### src/rtl/axi_wr_err_responder.sv
// AXI4 write-channel terminating responder: accepts one AW burst, sinks its W beats
// and answers with a single B carrying a fixed error code and the burst's ID/user.
module axi_wr_err_responder #(
  parameter int          ID_WIDTH   = 4,
  parameter int          ADDR_WIDTH = 32,
  parameter int          DATA_WIDTH = 64,
  parameter int          USER_WIDTH = 6,
  parameter logic [1:0]  RESP_CODE  = 2'b11
) (
  input  logic                    clk_i,
  input  logic                    rst_ni,
  input  logic                    test_en_i,
  input  logic                    slave_aw_valid_i,
  input  logic [ADDR_WIDTH-1:0]   slave_aw_addr_i,
  input  logic [7:0]              slave_aw_len_i,
  input  logic [ID_WIDTH-1:0]     slave_aw_id_i,
  input  logic [USER_WIDTH-1:0]   slave_aw_user_i,
  output logic                    slave_aw_ready_o,
  input  logic                    slave_w_valid_i,
  input  logic [DATA_WIDTH-1:0]   slave_w_data_i,
  input  logic [DATA_WIDTH/8-1:0] slave_w_strb_i,
  input  logic                    slave_w_last_i,
  input  logic [USER_WIDTH-1:0]   slave_w_user_i,
  output logic                    slave_w_ready_o,
  output logic                    slave_b_valid_o,
  output logic [1:0]              slave_b_resp_o,
  output logic [ID_WIDTH-1:0]     slave_b_id_o,
  output logic [USER_WIDTH-1:0]   slave_b_user_o,
  input  logic                    slave_b_ready_i,
  input  logic                    cnt_clr_i,
  output logic [15:0]             err_cnt_o,
  output logic                    wlast_err_o
);

  // Handshakes: a transfer happens on the rising edge where valid and ready are both high.
  // Ready/valid outputs here depend only on state, never on the partner's valid/ready.
  typedef enum logic [1:0] {
    ST_IDLE = 2'd0,
    ST_DATA = 2'd1,
    ST_RESP = 2'd2
  } state_e;

  state_e                state_q, state_d;
  logic [ID_WIDTH-1:0]   id_q, id_d;
  logic [USER_WIDTH-1:0] user_q, user_d;
  logic [7:0]            len_q, len_d;
  logic [7:0]            beat_cnt_q, beat_cnt_d;
  logic [15:0]           err_cnt_q, err_cnt_d;
  logic                  wlast_err_q, wlast_err_d;

  logic aw_hs, w_hs, b_hs, len_hit;

  // Address, data, strobe, W user and test mode are intentionally discarded.
  logic unused_inputs;
  assign unused_inputs = ^{test_en_i, slave_aw_addr_i, slave_w_data_i,
                           slave_w_strb_i, slave_w_user_i};

  assign aw_hs   = slave_aw_valid_i & (state_q == ST_IDLE);
  assign w_hs    = slave_w_valid_i & (state_q == ST_DATA);
  assign b_hs    = slave_b_ready_i & (state_q == ST_RESP);
  assign len_hit = (beat_cnt_q == len_q);

  always_comb begin
    state_d     = state_q;
    id_d        = id_q;
    user_d      = user_q;
    len_d       = len_q;
    beat_cnt_d  = beat_cnt_q;
    err_cnt_d   = err_cnt_q;
    wlast_err_d = 1'b0;
    case (state_q)
      ST_IDLE: begin
        if (aw_hs) begin
          id_d       = slave_aw_id_i;
          user_d     = slave_aw_user_i;
          len_d      = slave_aw_len_i;
          beat_cnt_d = 8'd0;
          state_d    = ST_DATA;
        end
      end
      ST_DATA: begin
        if (w_hs) begin
          beat_cnt_d = beat_cnt_q + 8'd1;
          // Whichever of the length count or WLAST arrives first closes the burst.
          if (len_hit || slave_w_last_i) begin
            state_d     = ST_RESP;
            wlast_err_d = len_hit ^ slave_w_last_i;
          end
        end
      end
      ST_RESP: begin
        if (b_hs) begin
          state_d = ST_IDLE;
          if (err_cnt_q != 16'hFFFF) err_cnt_d = err_cnt_q + 16'd1;
        end
      end
      default: state_d = ST_IDLE;
    endcase
    if (cnt_clr_i) err_cnt_d = 16'd0;
  end

  always_ff @(posedge clk_i or negedge rst_ni) begin
    if (!rst_ni) begin
      state_q     <= ST_IDLE;
      id_q        <= '0;
      user_q      <= '0;
      len_q       <= 8'd0;
      beat_cnt_q  <= 8'd0;
      err_cnt_q   <= 16'd0;
      wlast_err_q <= 1'b0;
    end else begin
      state_q     <= state_d;
      id_q        <= id_d;
      user_q      <= user_d;
      len_q       <= len_d;
      beat_cnt_q  <= beat_cnt_d;
      err_cnt_q   <= err_cnt_d;
      wlast_err_q <= wlast_err_d;
    end
  end

  assign slave_aw_ready_o = (state_q == ST_IDLE);
  assign slave_w_ready_o  = (state_q == ST_DATA);
  assign slave_b_valid_o  = (state_q == ST_RESP);
  assign slave_b_resp_o   = RESP_CODE;
  assign slave_b_id_o     = id_q;
  assign slave_b_user_o   = user_q;
  assign err_cnt_o        = err_cnt_q;
  assign wlast_err_o      = wlast_err_q;

endmodule

### config.mk
export PLATFORM = sky130hd
export DESIGN_NAME = axi_wr_err_responder
export DESIGN_NICKNAME = d
export VERILOG_FILES = /design/src/rtl/axi_wr_err_responder.sv
export SDC_FILE = /design/constraint.sdc
export NUM_CORES = 1
export LEC_CHECK = 0
export BUFFER_PORTS_ARGS = -buffer_cell sky130_fd_sc_hd__buf_2
export CAP_MARGIN = 0
export CORE_MARGIN = 2
export CORE_UTILIZATION = 43
export DETAILED_ROUTE_END_ITERATION = 7
export HOLD_SLACK_MARGIN = 0.15
export PLACE_DENSITY = 0.85
export SYNTH_ARGS = -nofsm -noshare
export SYNTH_HDL_FRONTEND = slang
export SYNTH_SLANG_ARGS = --single-unit
### constraint.sdc
create_clock -name clk_i -period 3.35 [get_ports clk_i]
set_clock_uncertainty 0.15 [all_clocks]
set_input_delay 0.5025 -clock clk_i [delete_from_list [all_inputs] [get_ports clk_i]]
set_output_delay 0.5025 -clock clk_i [all_outputs]
set_load 0.05 [all_outputs]
==> flow_summary.toml, run 1 <==
[status]
outcome = "finished clean"

[timing]
slew_viol_final = 0
rsz0062_at_grt = "no"
finalSetupViolCount = 0
fin_crit_sh_pct = 68.9
max_freq_mhz = 433
setup_tns_ns = 0
min_period_ns = 2.31
finalHoldViolations = 0
maxSlewHeadroom_pct = 33.7
tightest_slew_ns = 0.994

[floorplan]
initial_core_util_pct = 44.2
rows = 26
num_io_pins = 168
dieHeight_um = 76.2
dieWidth_um = 76.2
core_area_um2 = 5070
dieArea_um2 = 5810

[cells_and_area]
fin_cells = 328
layout-drive-gt1-share_pct = 36.0
diodes = 0
multi_input_area_um2 = 1050
num-fill-cells = 471
areaGrowthSynthToFinish_pct = 18.4
post-route-util_pct = 52.3
regArea_um2 = 1130
layout.nets = 396

[route]
routed_wl_um = 4390
drt_iter0_markers = 107
routedWlPerCell_um = 13.4
drc = 0
dr.pass1.iters = 4
dr_total_vias = 1720
ant_nets = 0
viasPerCell = 5.24

[logic_synthesis]
yosys.area_share.simple_pct = 19.5
synth_top_family_by_area = "simple AND/OR/NAND/NOR gates"
synth-adder-area-share_pct = 1.67
synth_cell_types = 44
yosys-top-cells-area = "dfrtp_1, mux2_2, xor2_1"
syn_inst = 204
synth-edff-count = 0
synth_xor_area_share_pct = 5.47
ys.flop_type = "dfrtp_1"
synthMuxAreaShare_pct = 11.4
synth_compound_area_share_pct = 8.20
async_flop_share_pct = 100
synth_top_area_share_pct = 50.2
ys_warn_count = 0
netlist_area_um2 = 2240
ys_ff_latch = 45
yosysTopAreaCell = "dfrtp_1"
syn_avg_cell_area_um2 = 11.0
yosysSeqAreaShare_pct = 50.2

[pwr]
p_per_area_nw_per_um2 = 713
p_leak_nw = 1.25
peakVddDrop_mv = 0.505

[worst_setup_path]
crit_path_start = "err_cnt_o[0]$_DFFE_PN0P_"
path_max_fanout = 6
r2r_start = "err_cnt_o[0]$_DFFE_PN0P_"
rr_worst_depth = 5
crit_path_end_kind = "flop"
crit_arrival_ns = 2.35
regToRegSetupSlack_ns = 1.04
worstReg2RegEnd = "err_cnt_o[0]$_DFFE_PN0P_"
critPathKind = "flop to flop"
worstSetupStartpointType = "flop"
worst_ep_required_time_ns = 3.39

[cts]
root_buffer = "clkbuf_8"
clk_latency_ns = 0.29
cts_hold_buf = 0
clk_pin_slew_ns = 0.08
cts-buffers-inserted = 5
cts.htree.levels = 2
clockBufferDepth = 2
cts_resized = 0
cts_setup_buffers = 0
clkSinkCount = 45
cts_tree = "done"

[grt]
antenna_found_initial = 0
grt_max_degree = 46
grt_usage_pct = 16.1
grt_pass1_vias = 1697
grt_pass1_wl_um = 7570
grt-ovfl-total = 0

[run]
drv_cap = 0

[placement]
io_buffer_count = 54
gp_congestion = 0.876
dp.cells = 320
dp_hpwl_um = 3220

[hold_path]
worst_hold_path_type = "input pin to asynchronous set/reset pin"
==> flip-flops by register name, summed over array words and instances (netlist names) <==
signal          cells
slave_b_user_o      6
slave_b_id_o        4
beat_cnt_q          8
state_q             2
err_cnt_o          16
wlast_err_o         1
len_q               8
==> layout by cell type (no fill, tap or decap), types with 5 or more instances in the layout <==
cell type / count
xor2_1: 9
inv_1: 5
clkbuf_8: 6
buf_2: 54
mux2_2: 21
nor4_1: 5
xnor2_1: 5
nor3_1: 7
nand2_1: 8
dfrtp_1: 45
nand3_1: 8
a21oi_1: 12
nor2b_1: 6
nor2_1: 16
==> report_power, final <==
| part | switching (mW) | internal, mW | total (mW) |
|---|---|---|---|
| combinational | 0.484 | 0.257 | 0.741 |
| clock | 0.189 | 0.171 | 0.360 |
| sequential | 0.108 | 0.684 | 0.792 |
| total | 0.781 | 1.11 | 1.89 |
==> area by class of cell <==
type	count	share of cell area, %
multi-input combinational	145	39.4
inverter	5	0.707
clock buffer	6	3.11
tap	70	3.30
clock inverter	2	0.659
timing repair buffer	55	10.5
sequential	45	42.4
==> through the flow <==
| step | setup WS (ns) | total power [mW] | hold slack, ns | area, µm² |
|---|---|---|---|---|
| 2_1_floorplan | 0.857 | 1.38 | 0.0569 | 2250 |
| 3_3_place_gp | 1.08 | 1.53 | 0.336 | 2560 |
| 3_5_place_dp | 1.08 | 1.56 | 0.343 | 2560 |
| 4_1_cts | 1.07 | 1.92 | 0.245 | 2660 |
| 5_1_grt | 0.796 | 2.00 | 0.271 | 2660 |
| 6_report | 1.04 | 1.89 | 0.207 | 2660 |
==> worst max path at each step <==
stage               slack (ns)                       end  depth (start not counted)
finish                    1.04  err_cnt_o[0]$_DFFE_PN0P_                          5
global placement          1.08  err_cnt_o[0]$_DFFE_PN0P_                          5
global route              0.80  err_cnt_o[2]$_DFFE_PN0P_                          5
CTS                       1.07  err_cnt_o[0]$_DFFE_PN0P_                          5
detailed placement        1.08  err_cnt_o[0]$_DFFE_PN0P_                          5
floorplan                 0.86      len_q[0]$_DFFE_PN0P_                          6
==> synth_stat cells, types with 3 or more instances <==
cell,count
or2_2,3
mux2_2,21
nand4_1,4
xor2_1,9
nand3_1,8
o31ai_1,3
a21oi_1,12
ha_1,3
buf_2,5
inv_1,5
nand2_1,8
nor2b_1,6
xnor2_1,5
o21ai_0,3
nor2_1,16
dfrtp_1,45
nor4_1,5
nor3_1,7
==> worst max-delay path: stages, from the launching register on <==
cell and delay (ns):
dfrtp_1 0.44, ha_1 0.22, nand3_1 0.20, nor4_1 0.69, nor2_1 0.19, mux2_2 0.31
==> logic make-up (layout without fill, tap and decap cells) <==
group	count (synthesis)	in the layout
adder cells (fa/ha/maj)	3	3
AO/OA/AOI/OAI	28	28
multiplexers	23	23
buffers and inverters	15	68
flip-flops	45	45
other	1	2
XOR/XNOR	14	14
AND/OR/NAND/NOR	75	75
==> metal layers <==
layer	track usage, %	wire length (µm)
met2	26.7	2170
met1	20.5	1920
met5	0	0
met4	6.36	76
met3	3.44	216
(Power assumes the default switching activity.)
==> inputs of run 2 (changes only) <==
Settings changed: CORE_UTILIZATION 43 to 36, PLACE_DENSITY 0.85 to 0.76.
Clock period 3.35 ns to 2 ns, I/O delays scaled along.
==> flow_summary.toml, run 2 (synthesis gave the netlist of run 1 again) <==
[worst_setup_path]
path_max_fanout = 6
crit_arrival_ns = 1.98
critPathKind = "flop to flop"
crit_path_cell_trace = "nand3b_4 -> or4_4 -> or3_1 -> a21oi_1"
worst_ep_required_time_ns = 2.07
rr_worst_depth = 4
critPathMaxStageDelay_ns = 0.59
crit_path_end_kind = "flop"
cpMaxStageDelayCell = "or4_4"
worstSetupStartpointType = "flop"

[timing]
max_freq_mhz = 524
slew_viol_final = 0
min_period_ns = 1.91
finalHoldViolations = 0
holdWs_ns = 0.166
tightest_slew_ns = 0.525
finalSetupViolCount = 0
setup_ws_ns = 0.0909
maxSlewHeadroom_pct = 64.0
fin_crit_sh_pct = 95.5
rsz0062_at_grt = "no"

[hold_path]
hold_depth = 2
worst_hold_path_type = "input pin to flop"

[cells_and_area]
regArea_um2 = 1140
num-fill-cells = 556
largest_reg_flops = 16
final_cell_mix = "buf_2, dfrtp_1, mux2_2, dlygate4sd3_1"
layout.nets = 429
layout-drive-gt1-share_pct = 43.6
multi_input_area_um2 = 1100
areaGrowthSynthToFinish_pct = 35.2
diodes = 0
fin_cells = 366
final_common_cell = "buf_2"
fin_area_um2 = 3030

[cts]
clk_latency_ns = 0.31
clkSinkCount = 45
cts.htree.levels = 2
root_buffer = "clkbuf_8"
cts-buffers-inserted = 5
cts_tree = "done"
clk_pin_slew_ns = 0.09
clockBufferDepth = 2

[floorplan]
core_area_um2 = 5960
rows = 28
num_io_pins = 168
dieWidth_um = 82.9
dieHeight_um = 82.9
dieArea_um2 = 6880
initial_core_util_pct = 37.7

[placement]
dp_hpwl_um = 3500
dpl_worst_slack_ns = 0.0590
dp.cells = 338
gp_congestion = 0.812
io_buffer_count = 54
placed_cell_area_um2 = 2720

[route]
dr_total_vias = 1849
routedWlPerCell_um = 13.8
drt_iter0_markers = 38
drc = 0
routed_wl_um = 5050
dr.pass1.iters = 4
viasPerCell = 5.05
ant_nets = 0

[grt]
grt_usage_pct = 15.7
grt_pass1_vias = 1930
grt-ovfl-total = 0
grt_pass1_wl_um = 8820
antenna_found_initial = 0
grt_max_degree = 24

[run]
drv_cap = 0

[pwr]
p_per_area_nw_per_um2 = 1090
peakVddDrop_mv = 0.924
p_total_mw = 3.31
p_leak_nw = 1.38

[status]
outcome = "finished clean"
[run 2: cell type report]
cell class                      instances  share of cell area, %
Multi-Input combinational cell        145                   36.3
Clock buffer                            6                   2.72
Timing Repair Buffer                   88                   19.0
Clock inverter                          2                  0.578
Tap cell                               75                   3.09
Inverter                                5                  0.619
Sequential cell                        45                   37.7
[run 2: power breakdown]
| part | switching [mW] | internal (mW) | leakage (nW) |
|---|---|---|---|
| clock network | 0.330 | 0.287 | 0.0518 |
| logic | 0.871 | 0.512 | 0.769 |
| registers | 0.162 | 1.15 | 0.557 |
[run 2: stage by stage]
stage                     TNS, ns  util [%]
after floorplan           -0.0761         -
after global placement          0      45.7
after detailed placement        0      45.7
after CTS                       0      50.8
after global routing            0      50.9
final                           0      50.9
[run 2: critical path, delay by kind of cell, from the launching register on]
kind / cells / cell delay, ns
simple gates: 3 / 1.13
compound gates: 1 / 0.16
flops: 1 / 0.38
[run 2: what timing repair did]
item / in CTS / in global routing
hold buffers: 20 / 0
buffers inserted: 0 / 0
hold endpoints to repair: 40 / 0
gates resized for setup: 0 / 2
endpoints found under the setup margin: 0 / 3
[run 2: worst paths after layout]
path                            slack (ns)                     startpoint                            end
worst max register to register        0.09         state_q[0]$_DFFE_PN0P_      err_cnt_o[11]$_DFFE_PN0P_
worst min-delay path                  0.17                slave_w_valid_i         state_q[1]$_DFFE_PN0P_
min in group asynchronous             0.34                         rst_ni  slave_b_user_o[2]$_DFFE_PN0P_
max in group asynchronous             0.78                         rst_ni      beat_cnt_q[1]$_DFFE_PN0P_
worst min register to register        0.36  slave_b_user_o[1]$_DFFE_PN0P_  slave_b_user_o[1]$_DFFE_PN0P_
worst max-delay path                  0.09         state_q[0]$_DFFE_PN0P_      err_cnt_o[11]$_DFFE_PN0P_
[run 2: per-layer routing]
metal	GRT usage (%)	up-vias	share of wire (%)
li1	-	900	-
met1	18.8	894	42
met2	27.1	45	50
met3	3.88	10	5.5
met4	5.81	0	1.9
met5	0	-	0
